<file path="src/rtl/i2c_slave_ctrl_if.sv">
// Pad and local-side signal bundle for the I2C target byte engine.
// The slave modport faces the engine; master faces pads and front end.
interface i2c_slave_ctrl_if;
   logic [6:0] slave_addr_i;
   logic       scl_pad_i;
   logic       scl_pad_o;
   logic       scl_padoen_o;
   logic       sda_pad_i;
   logic       sda_pad_o;
   logic       sda_padoen_o;
   logic [7:0] rx_data_o;
   logic       rx_valid_o;
   logic       nack_i;
   logic [7:0] tx_data_i;
   logic       tx_valid_i;
   logic       tx_ready_o;
   logic       start_o;
   logic       stop_o;
   logic       addressed_o;
   logic       read_mode_o;

   modport slave (
      input  slave_addr_i, scl_pad_i, sda_pad_i,
      input  nack_i, tx_data_i, tx_valid_i,
      output scl_pad_o, scl_padoen_o, sda_pad_o, sda_padoen_o,
      output rx_data_o, rx_valid_o, tx_ready_o,
      output start_o, stop_o, addressed_o, read_mode_o
   );

   modport master (
      output slave_addr_i, scl_pad_i, sda_pad_i,
      output nack_i, tx_data_i, tx_valid_i,
      input  scl_pad_o, scl_padoen_o, sda_pad_o, sda_padoen_o,
      input  rx_data_o, rx_valid_o, tx_ready_o,
      input  start_o, stop_o, addressed_o, read_mode_o
   );
endinterface

</file>
<file path="src/rtl/i2c_slave_ctrl.sv">
// I2C target byte engine: START/STOP detect, 7-bit address match,
// ACK generation, byte receive/transmit and SCL stretching.
module i2c_slave_ctrl #(
   parameter int SYNC_STAGES   = 2,
   parameter int STRETCH_SETUP = 4
) (
   input logic             HCLK,
   input logic             HRESET,
   i2c_slave_ctrl_if.slave bus
);

   localparam logic [3:0] IDLE      = 4'd0;
   localparam logic [3:0] ADDR      = 4'd1;
   localparam logic [3:0] ADDR_ACK  = 4'd2;
   localparam logic [3:0] RX_BYTE   = 4'd3;
   localparam logic [3:0] RX_ACK    = 4'd4;
   localparam logic [3:0] TX_LOAD   = 4'd5;
   localparam logic [3:0] TX_BYTE   = 4'd6;
   localparam logic [3:0] TX_ACKCHK = 4'd7;
   localparam logic [3:0] WAIT_STOP = 4'd8;

   localparam logic [7:0] SETUP_M1 = 8'(STRETCH_SETUP - 1);

   logic [SYNC_STAGES-1:0] scl_sync;
   logic [SYNC_STAGES-1:0] sda_sync;
   logic       scl_prev;
   logic       sda_prev;
   logic       scl_cur;
   logic       sda_cur;
   logic       scl_rise;
   logic       scl_fall;
   logic       start_det;
   logic       stop_det;

   logic [3:0] state;
   logic [3:0] bit_cnt;
   logic [7:0] shreg;
   logic [7:0] setup_cnt;
   logic       phase;
   logic       scl_oen;
   logic       sda_oen;
   logic [7:0] rx_data;
   logic       rx_valid;
   logic       tx_ready;
   logic       start_p;
   logic       stop_p;
   logic       addressed;
   logic       read_mode;

   assign scl_cur   = scl_sync[SYNC_STAGES-1];
   assign sda_cur   = sda_sync[SYNC_STAGES-1];
   assign scl_rise  = scl_cur & ~scl_prev;
   assign scl_fall  = ~scl_cur & scl_prev;
   assign start_det = scl_cur & scl_prev & sda_prev & ~sda_cur;
   assign stop_det  = scl_cur & scl_prev & ~sda_prev & sda_cur;

   always_ff @(posedge HCLK) begin
      if (HRESET) begin
         scl_sync  <= '1;
         sda_sync  <= '1;
         scl_prev  <= 1'b1;
         sda_prev  <= 1'b1;
         state     <= IDLE;
         bit_cnt   <= 4'd0;
         shreg     <= 8'd0;
         setup_cnt <= 8'd0;
         phase     <= 1'b0;
         scl_oen   <= 1'b1;
         sda_oen   <= 1'b1;
         rx_data   <= 8'd0;
         rx_valid  <= 1'b0;
         tx_ready  <= 1'b0;
         start_p   <= 1'b0;
         stop_p    <= 1'b0;
         addressed <= 1'b0;
         read_mode <= 1'b0;
      end else begin
         scl_sync <= {scl_sync[SYNC_STAGES-2:0], bus.scl_pad_i};
         sda_sync <= {sda_sync[SYNC_STAGES-2:0], bus.sda_pad_i};
         scl_prev <= scl_cur;
         sda_prev <= sda_cur;
         rx_valid <= 1'b0;
         tx_ready <= 1'b0;
         start_p  <= 1'b0;
         stop_p   <= 1'b0;
         if (start_det) begin
            state     <= ADDR;
            bit_cnt   <= 4'd0;
            phase     <= 1'b0;
            start_p   <= 1'b1;
            addressed <= 1'b0;
            scl_oen   <= 1'b1;
            sda_oen   <= 1'b1;
         end else if (stop_det) begin
            state     <= IDLE;
            phase     <= 1'b0;
            stop_p    <= 1'b1;
            addressed <= 1'b0;
            scl_oen   <= 1'b1;
            sda_oen   <= 1'b1;
         end else begin
            case (state)
               ADDR: if (scl_rise) begin
                  shreg   <= {shreg[6:0], sda_cur};
                  bit_cnt <= bit_cnt + 4'd1;
                  if (bit_cnt == 4'd7) begin
                     if (shreg[6:0] == bus.slave_addr_i) begin
                        state     <= ADDR_ACK;
                        phase     <= 1'b0;
                        addressed <= 1'b1;
                        read_mode <= sda_cur;
                     end else begin
                        state <= WAIT_STOP;
                     end
                  end
               end
               // phase 0: drive ACK at the next fall; phase 1: release it
               ADDR_ACK, RX_ACK: if (scl_fall) begin
                  if (!phase) begin
                     sda_oen <= 1'b0;
                     phase   <= 1'b1;
                  end else begin
                     sda_oen <= 1'b1;
                     phase   <= 1'b0;
                     bit_cnt <= 4'd0;
                     state   <= (state == ADDR_ACK && read_mode) ?
                                TX_LOAD : RX_BYTE;
                  end
               end
               RX_BYTE: if (scl_rise) begin
                  shreg   <= {shreg[6:0], sda_cur};
                  bit_cnt <= bit_cnt + 4'd1;
                  if (bit_cnt == 4'd7) begin
                     rx_data  <= {shreg[6:0], sda_cur};
                     rx_valid <= 1'b1;
                     phase    <= 1'b0;
                     state    <= bus.nack_i ? WAIT_STOP : RX_ACK;
                  end
               end
               // entered just after an SCL fall; phase 1 = setup countdown
               TX_LOAD: begin
                  if (!phase) begin
                     if (bus.tx_valid_i) begin
                        shreg    <= bus.tx_data_i;
                        sda_oen  <= bus.tx_data_i[7];
                        tx_ready <= 1'b1;
                        bit_cnt  <= 4'd1;
                        if (scl_oen) begin
                           state <= TX_BYTE;
                        end else begin
                           phase     <= 1'b1;
                           setup_cnt <= SETUP_M1;
                        end
                     end else begin
                        scl_oen <= 1'b0;
                     end
                  end else if (setup_cnt == 8'd0) begin
                     scl_oen <= 1'b1;
                     phase   <= 1'b0;
                     state   <= TX_BYTE;
                  end else begin
                     setup_cnt <= setup_cnt - 8'd1;
                  end
               end
               TX_BYTE: if (scl_fall) begin
                  if (bit_cnt == 4'd8) begin
                     sda_oen <= 1'b1;
                     phase   <= 1'b0;
                     state   <= TX_ACKCHK;
                  end else begin
                     sda_oen <= shreg[6];
                     shreg   <= {shreg[6:0], 1'b0};
                     bit_cnt <= bit_cnt + 4'd1;
                  end
               end
               TX_ACKCHK: begin
                  if (scl_rise) begin
                     if (sda_cur) state <= WAIT_STOP;
                     else         phase <= 1'b1;
                  end else if (scl_fall && phase) begin
                     phase <= 1'b0;
                     state <= TX_LOAD;
                  end
               end
               IDLE, WAIT_STOP: begin
                  scl_oen <= 1'b1;
                  sda_oen <= 1'b1;
               end
               default: state <= IDLE;
            endcase
         end
      end
   end

   assign bus.scl_pad_o    = 1'b0;
   assign bus.sda_pad_o    = 1'b0;
   assign bus.scl_padoen_o = scl_oen;
   assign bus.sda_padoen_o = sda_oen;
   assign bus.rx_data_o    = rx_data;
   assign bus.rx_valid_o   = rx_valid;
   assign bus.tx_ready_o   = tx_ready;
   assign bus.start_o      = start_p;
   assign bus.stop_o       = stop_p;
   assign bus.addressed_o  = addressed;
   assign bus.read_mode_o  = read_mode;

endmodule

</file>
<file path="src/flat_wrapper.sv">
// flat-port wrapper written by rule: the top's interface ports become plain ports
module i2c_slave_ctrl_flat 
#(
   parameter int SYNC_STAGES   = 2,
   parameter int STRETCH_SETUP = 4
)
  (HCLK, HRESET, bus_slave_addr_i, bus_scl_pad_i, bus_sda_pad_i, bus_nack_i, bus_tx_data_i, bus_tx_valid_i, bus_scl_pad_o, bus_scl_padoen_o, bus_sda_pad_o, bus_sda_padoen_o, bus_rx_data_o, bus_rx_valid_o, bus_tx_ready_o, bus_start_o, bus_stop_o, bus_addressed_o, bus_read_mode_o);
  i2c_slave_ctrl_if bus_i ();
  input logic HCLK;
  input logic HRESET;
  input wire logic [$bits(bus_i.slave_addr_i)-1:0] bus_slave_addr_i;
  input wire logic [$bits(bus_i.scl_pad_i)-1:0] bus_scl_pad_i;
  input wire logic [$bits(bus_i.sda_pad_i)-1:0] bus_sda_pad_i;
  input wire logic [$bits(bus_i.nack_i)-1:0] bus_nack_i;
  input wire logic [$bits(bus_i.tx_data_i)-1:0] bus_tx_data_i;
  input wire logic [$bits(bus_i.tx_valid_i)-1:0] bus_tx_valid_i;
  output wire logic [$bits(bus_i.scl_pad_o)-1:0] bus_scl_pad_o;
  output wire logic [$bits(bus_i.scl_padoen_o)-1:0] bus_scl_padoen_o;
  output wire logic [$bits(bus_i.sda_pad_o)-1:0] bus_sda_pad_o;
  output wire logic [$bits(bus_i.sda_padoen_o)-1:0] bus_sda_padoen_o;
  output wire logic [$bits(bus_i.rx_data_o)-1:0] bus_rx_data_o;
  output wire logic [$bits(bus_i.rx_valid_o)-1:0] bus_rx_valid_o;
  output wire logic [$bits(bus_i.tx_ready_o)-1:0] bus_tx_ready_o;
  output wire logic [$bits(bus_i.start_o)-1:0] bus_start_o;
  output wire logic [$bits(bus_i.stop_o)-1:0] bus_stop_o;
  output wire logic [$bits(bus_i.addressed_o)-1:0] bus_addressed_o;
  output wire logic [$bits(bus_i.read_mode_o)-1:0] bus_read_mode_o;
  assign bus_i.slave_addr_i = bus_slave_addr_i;
  assign bus_i.scl_pad_i = bus_scl_pad_i;
  assign bus_i.sda_pad_i = bus_sda_pad_i;
  assign bus_i.nack_i = bus_nack_i;
  assign bus_i.tx_data_i = bus_tx_data_i;
  assign bus_i.tx_valid_i = bus_tx_valid_i;
  assign bus_scl_pad_o = bus_i.scl_pad_o;
  assign bus_scl_padoen_o = bus_i.scl_padoen_o;
  assign bus_sda_pad_o = bus_i.sda_pad_o;
  assign bus_sda_padoen_o = bus_i.sda_padoen_o;
  assign bus_rx_data_o = bus_i.rx_data_o;
  assign bus_rx_valid_o = bus_i.rx_valid_o;
  assign bus_tx_ready_o = bus_i.tx_ready_o;
  assign bus_start_o = bus_i.start_o;
  assign bus_stop_o = bus_i.stop_o;
  assign bus_addressed_o = bus_i.addressed_o;
  assign bus_read_mode_o = bus_i.read_mode_o;
  i2c_slave_ctrl #(.SYNC_STAGES(SYNC_STAGES), .STRETCH_SETUP(STRETCH_SETUP)) u_core (.HCLK(HCLK), .HRESET(HRESET), .bus(bus_i));
endmodule
</file>
<file path="config.mk">
export PLATFORM = sky130hd
export DESIGN_NAME = i2c_slave_ctrl_flat
export DESIGN_NICKNAME = d
export VERILOG_FILES = /design/src/rtl/i2c_slave_ctrl_if.sv /design/src/rtl/i2c_slave_ctrl.sv /design/src/flat_wrapper.sv
export SDC_FILE = /design/constraint.sdc
export NUM_CORES = 1
export LEC_CHECK = 0
export CORE_ASPECT_RATIO = 1.75
export CORE_MARGIN = 8
export CORE_UTILIZATION = 57
export DETAILED_ROUTE_END_ITERATION = 12
export DONT_BUFFER_PORTS = 1
export PLACE_DENSITY = 0.75
export SLEW_MARGIN = 0
export SYNTH_ARGS = -nofsm -noshare
export SYNTH_HDL_FRONTEND = slang
export SYNTH_SLANG_ARGS = --single-unit
</file>
<file path="constraint.sdc">
create_clock -name HCLK -period 1.8 [get_ports HCLK]
set_input_delay 0.09 -clock HCLK [delete_from_list [all_inputs] [get_ports HCLK]]
set_output_delay 0.09 -clock HCLK [all_outputs]
set_load 0.005 [all_outputs]
</file>
**Word level (Yosys, flattened, before mapping)**

Cells that the tools add are included.
Widths: inputs -> output; s select.

- Register bits after elaboration: 46
- Input port bits: 21
- Output and inout port bits: 18
- Logic and storage cells: 184

- Add/sub/neg operators: 2
- Equality and inequality tests: 47
- Mux-type cells: 71
- Bitwise gates (word level): 17
- Reduce and logical (&&, ||, !) cells: 28

Operators by type and width:

| kind | number |
|---|---|
| $mux 4 | 24 |
| $mux 7 | 5 |
| $mux 8 | 4 |
| $ne 4x1->1 const B | 8 |
| $mux 1 | 31 |
| $pmux 4 s7 | 1 |
| $reduce_and 14->1 | 2 |
| $ne 2x1->1 const B | 11 |
| $pmux 7 s3 | 1 |
| $eq 4x3->1 const B | 5 |
| $pmux 4 s4 | 1 |
| $reduce_and 6->1 | 2 |
| $reduce_and 11->1 | 1 |
| $ne 5x1->1 const B | 2 |
| $not 1->1 | 10 |
| $reduce_and 5->1 | 2 |
| $reduce_or 5->1 | 2 |
| $ne 3x1->1 const B | 3 |
| $ne 3x2->1 const B | 3 |
| $reduce_and 9->1 | 1 |
| $eq 4x2->1 const B | 2 |
| $eq 4x4->1 const B | 2 |
| $logic_not 8->1 | 1 |
| $ne 2x2->1 const B | 4 |
| other kinds (24) | 37 |

**Longest topological paths before layout**

Gate-level depths: netlist of the first run.

- Depth after elaboration: 8
- Gate-level depth with buffers: 8

**Worst setup path before layout of the first run**

OpenSTA, ideal clock, no wires.

- Path type: flip-flop to flip-flop
- Start: register u_core.state[0]
- End: register u_core.rx_data[0] (netlist: u_core.bus.rx_data_o[0])
- Library setup time: 128 ps
- Data arrival time: 1818 ps
- Data required time: 1672 ps
- Setup slack: -146 ps
- Cell stages (with the launch flop): 8
- Buffers on the path: 2
- Period minus slack after synthesis: 1946 ps
- Path through: dfxtp_1 -> buf_2 -> or3b_1 -> or4_4 -> nor3b_2 -> buf_4 -> mux2i_1 -> nor2_1

- Word-level cells in the longest chain between the ends: 2

RTL lines:

| element | line | text |
|---|---|---|
| start: declaration | i2c_slave_ctrl.sv:35 | `logic [3:0] state;` |
| start signal: assignment | i2c_slave_ctrl.sv:126 | `state <= (state == ADDR_ACK && read_mode) ?` |
| start signal: assignment | i2c_slave_ctrl.sv:137 | `state <= bus.nack_i ? WAIT_STOP : RX_ACK;` |
| $eq 4x2->1 | i2c_slave_ctrl.sv:102 | `case (state)` |
| $reduce_and 5->1 (no line) | -- |  |
| end signal: assignment | i2c_slave_ctrl.sv:134 | `rx_data <= {shreg[6:0], sda_cur};` |
| end: declaration | i2c_slave_ctrl.sv:42 | `logic [7:0] rx_data;` |

No other way between the ends.
A chain may end at the register's enable or synchronous reset.

**Worst setup path after layout of the first run**

- Start: register u_core.scl_prev
- End: register u_core.bit_cnt[1]

- Word-level cells in the longest chain between the ends: 5
- Elaborated cells on any way between the ends: 14
- Those cells by class: eq/ne: 3; bitwise: 9; reduce/logical: 2

RTL lines:

| element | line | text |
|---|---|---|
| start: declaration | i2c_slave_ctrl.sv:26 | `logic scl_prev;` |
| start signal: assignment | i2c_slave_ctrl.sv:80 | `scl_prev <= scl_cur;` |
| $and 1x1->1 | i2c_slave_ctrl.sv:54, i2c_slave_ctrl.sv:55 |  |
| $and 1x1->1 (2 in series) | i2c_slave_ctrl.sv:55 | `assign stop_det = scl_cur & scl_prev & ~sda_prev & sda_cur;` |
| $not 1->1 (no line) | -- |  |
| $reduce_and 9->1 (no line) | -- |  |
| end signal: assignment | i2c_slave_ctrl.sv:105 | `bit_cnt <= bit_cnt + 4'd1;` |
| end signal: assignment | i2c_slave_ctrl.sv:132 | `bit_cnt <= bit_cnt + 4'd1;` |
| end signal: assignment | i2c_slave_ctrl.sv:173 | `bit_cnt <= bit_cnt + 4'd1;` |
| end: declaration | i2c_slave_ctrl.sv:36 | `logic [3:0] bit_cnt;` |

Several ways; a longest one is shown, not always the timed one.

==> results.toml, run 1 <==
[clocking]
htree_levels = 2
cts.path.max_buffers = 2
cts_made_buffers = 5
ctsHoldBuffers = 11
clk_latency_ns = 0.31
cts_tree = "built"
cts_root_buffer = "clkbuf_8"
clk_pin_slew_ns = 0.09
clock-sinks = 46

[synth]
synth_xor_area_share_pct = 5.22
ys_ff_latch = 46
synth-adder-area-share_pct = 1.99
yosys.area_share.simple_pct = 26.2
synth_edf_count = 0
synth_mux_area_share_pct = 4.77
synth.distinct_cells = 58
syn_area_per_cell_um2 = 8.56
synth_commonest_cells = "46 x dfxtp_1, 35 x nor2_1, 21 x nand2_1"
netlist.area_leader.share_pct = 36.6
synth_cells = 294
async_flop_share_pct = 0
yosysSeqAreaShare_pct = 36.6
yosysMostFrequentCell = "dfxtp_1"
synth_compound_area_share_pct = 19.7
synth_ff_type = "dfxtp_1"
synth_top_area_cell = "dfxtp_1"
synth_top_cells_by_area = "dfxtp_1 37%, nor2_1 5.2%, mux2i_1 4.8%"
synth_top_family_by_area = "simple AND/OR/NAND/NOR gates"
yosysWarnings = 0
syn-cell-area_mm2 = 0.00252

[placement]
numPortBuffers = 0
globalplace.congestion = 0.964
hpwl_um = 5450

[finish]
seqCellArea_um2 = 937
syn2layout_area_growth_pct = 38.5
num-fill-cells = 262
multi_input_area_mm2 = 0.00164
fin_nets = 396
n_antenna_cell = 0
drive_above_1_share_pct = 36.8

[sta]
maxSlewViolCount = 0
setup_viol = 35
fin_crit_ns = 2.00
tns_ns = -2.92
max_slew_margin_pct = 64.7
skew_ns = 0.00947
finalCritPeriodShare_pct = 111
rsz0062_at_grt = "yes"
whs_ns = -0.164
fmax_ghz = 0.501
worst_pin_slew_ns = 0.529
setup_ws_ns = -0.197
final-hold-violation-count = 22

[run]
cap_viol_max_count = 0

[route]
drtIter0Drc = 171
wirelength_um = 8740
drt-met1-wl_um = 3060
top_layer_used = "met4"
route.met3.wl_um = 513
vias_per_cell = 6.27
wl_met2_um = 4580
wl_per_cell_um = 20.7
dr.pass1.iters = 4
route.detailed.drc = 0
drtAntennaViolNets = 0
num_vias = 2654

[floorplanning]
die_h_um = 104
num_rows = 32
coreArea_mm2 = 0.00432
start_util_pct = 58.2
die_width_um = 66.2
io_pins = 39
die_area_mm2 = 0.00688

[global_route]
grt_pass1_wl_um = 12300
grt_pass1_vias = 2579
gr-total-overflow = 0
grt_max_degree = 34
grtUsageTotal_pct = 22.8
grt_antenna_before_repair = 0

[worst_setup_path]
crit_type = "flop to flop"
crit_required_ns = 2.04
crit_family = "simple AND/OR/NAND/NOR gates"
worstPathArrival_ns = 2.24
cp-end-kind = "flop"
worst_path_largest_cell_delay_ns = 0.56
path_buf_inv = 1
critPathMaxFanout = 4
worstSetupStartpointType = "flop"
slowest_stage = "or4_4"
cp_cell_sequence = "nand3b_1 > or4_4 > a211oi_4 > buf_4 > nand3_1 > a21oi_2"

[min_path]
worst_hold_path_type = "input port to flop"

[power_and_ir_drop]
power_mw = 2.55
peakVddDrop_v = 0.000853
leakage_nw = 1.29
p_per_area_mw_per_mm2 = 730

[run_status]
status = "finished with violations"
violations = "hold timing, setup timing"
## layout make-up
class                   count  share of cell area (%)
clock inverters             3                   0.610
multi-input cells         219                    47.2
clock buffers               5                    1.97
inverters                  10                    1.08
flip-flops and latches     46                    26.9
repair buffers             89                    20.4
well taps                  51                    1.83
## repair_timing
action,in CTS,in global routing
pin swaps,2,14
gates resized for setup,12,38
gates cloned,1,1
endpoints found under the hold margin,31,23
buffers inserted,8,4
endpoints found under the setup margin,29,36
## registers in the layout (all words and copies together) (netlist names), 2 cells and up
name,flops
u_core.bit_cnt,4
u_core.state,4
u_core.bus.rx_data_o,8
u_core.sda_sync,2
u_core.setup_cnt,8
u_core.shreg,7
u_core.scl_sync,2
## kinds of logic (layout without fill, tap and decap cells)
family,Yosys count,in the layout
AND/OR/NAND/NOR,119,119
AO/OA/AOI/OAI,67,67
flip-flops,46,46
buffers and inverters,30,107
XOR/XNOR,15,15
multiplexers,12,12
adder cells (fa/ha/maj),4,4
other,1,2
## path summary, 6_finish.rpt
kind,from,cells after the start,endpoint,slack (ns)
worst max-delay path,u_core.scl_prev,6,u_core.bit_cnt[1],-0.20
worst min-delay path,HRESET,1,u_core.setup_cnt[1],-0.16
worst max register to register,u_core.scl_prev,6,u_core.bit_cnt[1],-0.20
worst min register to register,u_core.bus.addressed_o,1,u_core.bus.addressed_o,0.52
## metrics by stage
stage                     utilization (%)  cell area, um^2  setup slack, ns  std cells
after global routing                 80.6             3480           -0.324        423
after global placement               68.8             2970           -0.177        390
final                                80.6             3480           -0.197        423
after CTS                            75.8             3280           -0.152        418
after floorplan                         -             2530           -0.110        295
after detailed placement             68.8             2970           -0.199        390
## metal layers
metal	up-vias	track usage, %
li1	1212	-
met1	1241	21.4
met2	146	40.6
met3	55	5.83
met4	0	15.2
met5	-	0
## where the power goes
part / total (mW) / internal, mW / switching [mW]
clock network: 0.655 / 0.273 / 0.382
logic: 0.759 / 0.393 / 0.366
registers: 1.13 / 1.07 / 0.0593
## worst reg2reg max path: stages, from the launching register on
cell      delay [ns]
dfxtp_1         0.42
nand3b_1        0.24
or4_4           0.56
a211oi_4        0.29
buf_4           0.18
nand3_1         0.09
a21oi_2         0.15
## layout by cell type (no fill, tap or decap), drive strengths merged, types with 3 or more instances in the layout
master	netlist	layout
nand2	21	21
dlygate4sd3	0	11
nand3	7	7
nor3	9	9
dfxtp	46	46
o32ai	3	3
nand2b	7	7
o2111ai	5	5
ha	4	4
nor3b	3	3
a221oi	3	3
mux2i	12	12
nor4	4	4
a211oi	6	6
o21ai	5	5
buf	13	78
a31oi	7	7
nor2b	6	6
or2	9	9
o211ai	3	3
a21oi	9	9
nand3b	3	3
a21o	4	4
xor2	7	7
a311oi	7	7
xnor2	8	8
inv	10	10
nor2	35	35
clkbuf	7	5
No activity file was read; power rests on OpenSTA's default activity.
==> inputs of run 2 (changes only) <==
==> constraint.sdc (replaced) <==
create_clock -name HCLK -period 1.8 [get_ports HCLK]
set_input_delay 0.36 -clock HCLK [delete_from_list [all_inputs] [get_ports HCLK]]
set_output_delay 0.36 -clock HCLK [all_outputs]
set_load 0.005 [all_outputs]
==> run 2 against run 1 <==
Net effect: sequential power about the same; worst hold slack better by 0.27 ns; critical path type unchanged; setup slack worse by 0.029 ns; largest cell class unchanged; largest power group unchanged; clock-buffer cell count unchanged; via count down 3.3%; final cell count down 2.6%; first-iteration DRC count down 43%; the flow finishes with violations (setup timing).
==> results.toml, run 2 (same netlist as run 1, synthesis figures left out) <==
[power_and_ir_drop]
p_per_area_mw_per_mm2 = 747
seqPwrFrac_pct = 44.9
leakage_nw = 1.24
power_frac_comb_pct = 29.3
power_mw = 2.52
p_sw_share_pct = 31.7
peakVddDrop_v = 0.000850
netSwitchingPower_mw = 0.799
p_clk_share_pct = 25.8
p_int_mw = 1.72

[run_status]
status = "finished with violations"
violations = "setup timing"

[sta]
fin_crit_ns = 2.03
setup_viol = 35
worst_pin_slew_ns = 0.517
whs_ns = 0.110
max_slew_margin_pct = 65.4
skew_ns = 0.00969
finalCritPeriodShare_pct = 113
maxSlewViolCount = 0
rsz0062_at_grt = "yes"
fmax_ghz = 0.494
final-hold-violation-count = 0
setup_ws_ns = -0.226

[global_route]
grt_max_degree = 34
grt_antenna_before_repair = 0
grtUsageTotal_pct = 22.0
grt_pass1_wl_um = 12000
gr-total-overflow = 0
grt_pass1_vias = 2535

[floorplanning]
coreArea_mm2 = 0.00432
start_util_pct = 58.2
die_width_um = 66.2
num_rows = 32
die_area_mm2 = 0.00688
io_pins = 39
die_h_um = 104

[clocking]
cts_root_buffer = "clkbuf_8"
clock-sinks = 46
cts.path.max_buffers = 2
clk_pin_slew_ns = 0.09
cts_tree = "built"
htree_levels = 2
cts_made_buffers = 5
ctsHoldBuffers = 0
clk_latency_ns = 0.31

[min_path]
worst_hold_path_type = "input port to flop"
hold_depth = 1

[worst_setup_path]
critPathMaxFanout = 8
crit_type = "flop to flop"
worstPathArrival_ns = 2.24
r2r_cells = 7
crit_required_ns = 2.02
worstSetupStartpointType = "flop"
cp-end-kind = "flop"

[finish]
multi_input_area_mm2 = 0.00164
drive_above_1_share_pct = 37.1
fin_nets = 385
post-route-util_pct = 78.0
seqCellArea_um2 = 936
layout_commonest_cell = "buf_4"
n_antenna_cell = 0
mostFrequentLayoutCells = "72 x buf_4, 40 x dfxtp_1, 35 x nor2_1, 21 x nand2_1, 12 x mux2i_1"
syn2layout_area_growth_pct = 34.0
num-fill-cells = 294

[route]
drtIter0Drc = 98
route.detailed.drc = 0
dr.pass1.iters = 5
vias_per_cell = 6.23
wl_per_cell_um = 20.1
num_vias = 2566
wirelength_um = 8280
drtAntennaViolNets = 0

[placement]
numPortBuffers = 0
globalplace.congestion = 0.964
hpwl_um = 5450

[run]
cap_viol_max_count = 0
run 2: final cells by class:
type	instances	area share, %
tap	51	1.89
sequential	46	27.8
timing repair buffer	78	17.9
clock inverter	3	0.631
clock buffer	5	2.04
multi-input combinational	219	48.7
inverter	10	1.11
run 2: critical path, stage by stage (launching register included):
cell and delay (ns):
dfxtp_4 0.37, buf_4 0.17, buf_4 0.14, nor3_1 0.42, a221oi_2 0.20, buf_4 0.17, a21bo_2 0.20, a221oi_1 0.26
run 2: path summary, 6_finish.rpt:
check                                         from                  end  slack (ns)
worst max-delay path               u_core.state[0]      u_core.state[0]       -0.23
worst min-delay path                        HRESET  u_core.setup_cnt[0]        0.11
worst max register to register     u_core.state[0]      u_core.state[0]       -0.23
worst min register to register  u_core.scl_sync[0]   u_core.scl_sync[1]        0.43
run 2: metrics by stage:
step	setup TNS, ns	instance area, um^2	std cells	setup slack, ns
3_3_place_gp	-2.75	2970	390	-0.177
5_1_grt	-5.27	3370	412	-0.310
6_report	-3.07	3370	412	-0.226
3_5_place_dp	-3.24	2970	390	-0.199
4_1_cts	-2.18	3170	407	-0.152
2_1_floorplan	-0.879	2530	295	-0.110
run 2: layer usage:
| layer | part of all wire [%] | track usage, % | vias up |
|---|---|---|---|
| li1 | - | - | 1191 |
| met1 | 34 | 20.9 | 1210 |
| met2 | 53 | 40.2 | 122 |
| met3 | 6.2 | 5.07 | 43 |
| met4 | 6.4 | 12.3 | 0 |
| met5 | 0 | 0 | - |
run 2: power by group through the flow:
stage,logic (mW),registers (mW),clock network (mW)
6_report,0.737,1.13,0.650
2_1_floorplan,0.372,1.13,0
4_1_cts,0.606,1.13,0.650
3_5_place_dp,0.580,1.15,0
5_1_grt,0.774,1.14,0.691
3_3_place_gp,0.568,1.15,0
run 2: what timing repair did:
item,4_1_cts,5_1_grt
pin swaps,2,16
setup endpoints to repair,29,36
setup buffers,8,4
gates cloned,1,1
gates resized for setup,12,35
==> inputs of run 3 (changes only) <==
- ABC_AREA: unset -> 1
==> run 3 against run 2 <==
Net effect: the flow now finishes without violations; clock-buffer cell count increased by 2; clock power increased by 10%; die area increased by 4.1%; worst hold slack got worse by 0.0067 ns; total power decreased by 13%; clock skew decreased by 0.0011 ns; utilization decreased by 14 points; final cell count increased by 13%; largest power group unchanged.
==> results.toml, run 3 <==
[worst_setup_path]
regToRegSetupSlack_ns = 0.14
regToRegEndpoint = "u_core.state[2]"
cp-end-kind = "flop"
critPathCapture = "u_core.state[2]"
crit_required_ns = 2.04
worstPathArrival_ns = 1.90
worstSetupStartpointType = "flop"
critPathMaxFanout = 4
crit_start = "u_core.bit_cnt[0]"
crit_type = "flop to flop"
r2r_cells = 11
reg2reg_from = "u_core.bit_cnt[0]"

[synth]
syn_area_per_cell_um2 = 6.60
synth_edf_count = 0
ys_ff_latch = 46
synth_commonest_cells = "85 x nand2_1, 69 x nor2_1, 46 x dfxtp_1"
yosysSeqAreaShare_pct = 34.8
synth_ff_type = "dfxtp_1"
synth.distinct_cells = 32
synth_cells = 401
yosysMostFrequentCell = "nand2_1"
synth_top_cells_by_area = "dfxtp_1 35%, nand2_1 12%, nor2_1 9.8%"
synth_top_area_cell = "dfxtp_1"
async_flop_share_pct = 0
syn-cell-area_mm2 = 0.00265
yosysWarnings = 0
netlist.area_leader.share_pct = 34.8

[global_route]
grtUsageTotal_pct = 20.7
grt_max_degree = 23
grt_antenna_before_repair = 0
grt_pass1_wl_um = 11700
gr-total-overflow = 0
grt_pass1_vias = 2494

[floorplanning]
io_pins = 39
die_width_um = 67.5
coreArea_mm2 = 0.00458
start_util_pct = 57.7
die_h_um = 106
num_rows = 33
die_area_mm2 = 0.00716

[route]
wl_per_cell_um = 15.5
drtAntennaViolNets = 0
wirelength_um = 7220
dr.pass1.iters = 9
drtIter0Drc = 155
vias_per_cell = 5.67
route.detailed.drc = 0
num_vias = 2641

[finish]
n_antenna_cell = 0
syn2layout_area_growth_pct = 11.3
fin_area_mm2 = 0.00294
fin_nets = 438
drive_above_1_share_pct = 15.7
post-route-util_pct = 64.2
mostFrequentLayoutCells = "84 x nand2_1, 64 x nor2_1, 40 x dfxtp_1, 39 x inv_1, 31 x nand3_1"
layout_commonest_cell = "nand2_1"

[sta]
setup_viol = 0
maxSlewViolCount = 0
final-hold-violation-count = 0
fmax_ghz = 0.603
skew_ns = 0.00857
rsz0062_at_grt = "yes"
finalCritPeriodShare_pct = 92.2
fin_crit_ns = 1.66

[run_status]
status = "completed"

[run]
cap_viol_max_count = 0

[clocking]
ctsHoldBuffers = 0
cts.path.max_buffers = 2
cts_tree = "built"
clk_pin_slew_ns = 0.10
htree_levels = 2
clock-sinks = 46
cts_made_buffers = 5
clk_latency_ns = 0.31
cts_root_buffer = "clkbuf_8"

[power_and_ir_drop]
p_per_area_mw_per_mm2 = 747
peakVddDrop_v = 0.000589
leakage_nw = 1.33

[placement]
numPortBuffers = 0
hpwl_um = 5430
placed_area_mm2 = 0.00272
globalplace.congestion = 1.09

[min_path]
worst_hold_path_type = "input port to flop"
## run 3: changes by cell type after synthesis, moves of 8 or more
cell     previous run  this run
nand3_1             7        33
nor2_1             35        69
nand2_1            21        85
o21ai_1             1         9
inv_1              10        39
o21ai_0             4        20
mux2i_1            12         0
a21oi_1             9        21
## run 3: power breakdown
part	internal [mW]	switching [mW]
clock	0.319	0.396
combinational	0.133	0.239
sequential	1.06	0.0476
## run 3: how the worst min path moves through the flow
stage	startpoint	endpoint	slack, ns	cells after the start
6_report	HRESET	u_core.setup_cnt[4]	0.10	1
3_3_place_gp	u_core.sda_sync[0]	u_core.sda_sync[1]	0.39	1
2_1_floorplan	u_core.scl_sync[0]	u_core.scl_sync[1]	0.39	1
3_5_place_dp	u_core.sda_sync[0]	u_core.sda_sync[1]	0.39	1
5_1_grt	HRESET	u_core.bus.stop_o	0.09	1
4_1_cts	HRESET	u_core.setup_cnt[4]	0.10	1
## run 3: final cells by class
class | instances | area (um^2)
Clock buffer | 7 | 86.3
Clock inverter | 1 | 8.76
Fill cell | 438 | 1640
Inverter | 47 | 176
Multi-Input combinational cell | 301 | 1550
Sequential cell | 46 | 928
Tap cell | 52 | 65.1
Timing Repair Buffer | 12 | 128
## run 3: critical path: stages (launching register included)
cell	delay [ns]
dfxtp_2	0.36
ha_2	0.19
nand2_1	0.09
nor2_2	0.16
nand2_2	0.11
nand2_1	0.11
nand2_1	0.07
inv_1	0.08
nand3_1	0.12
nor2_4	0.14
nand2_1	0.06
a21oi_1	0.13
## run 3: through the flow
step | cells | hold slack [ns] | setup WS (ns) | total power, mW | setup TNS [ns]
finish | 466 | 0.103 | 0.141 | 2.20 | 0
global placement | 453 | 0.395 | -0.0652 | 1.48 | -0.131
global route | 466 | 0.0931 | -0.0186 | 2.29 | -0.0361
floorplan | 402 | 0.389 | 0.315 | 1.41 | 0
detailed placement | 453 | 0.395 | -0.0628 | 1.49 | -0.128
CTS | 461 | 0.104 | 0.0224 | 2.17 | 0
## run 3: repair_timing
action,4_1_cts,5_1_grt
pin swaps,0,5
buffers inserted,0,5
endpoints found under the hold margin,0,0
setup endpoints to repair,4,33
gates resized for setup,2,17
## run 3: cell families (layout without fill, tap and decap cells)
group,Yosys count,after routing,share of synthesized area (%)
buffers and inverters,55,67,8.33
and+or+nand+nor,221,221,37.6
DFF,46,46,34.8
other,1,2,0.142
xor gates and xnor gates,13,13,4.30
AOI/OAI and AO/OA,61,61,13.0
adders and majority gates,4,4,1.89
## run 3: routing by layer
metal  GRT usage [%]  wire length, um  part of all wire (%)
met3            3.89              467                   6.5
met5               0                0                     0
met2            34.9             3700                    51
met4            13.1              371                   5.1
met1            22.5             2680                    37
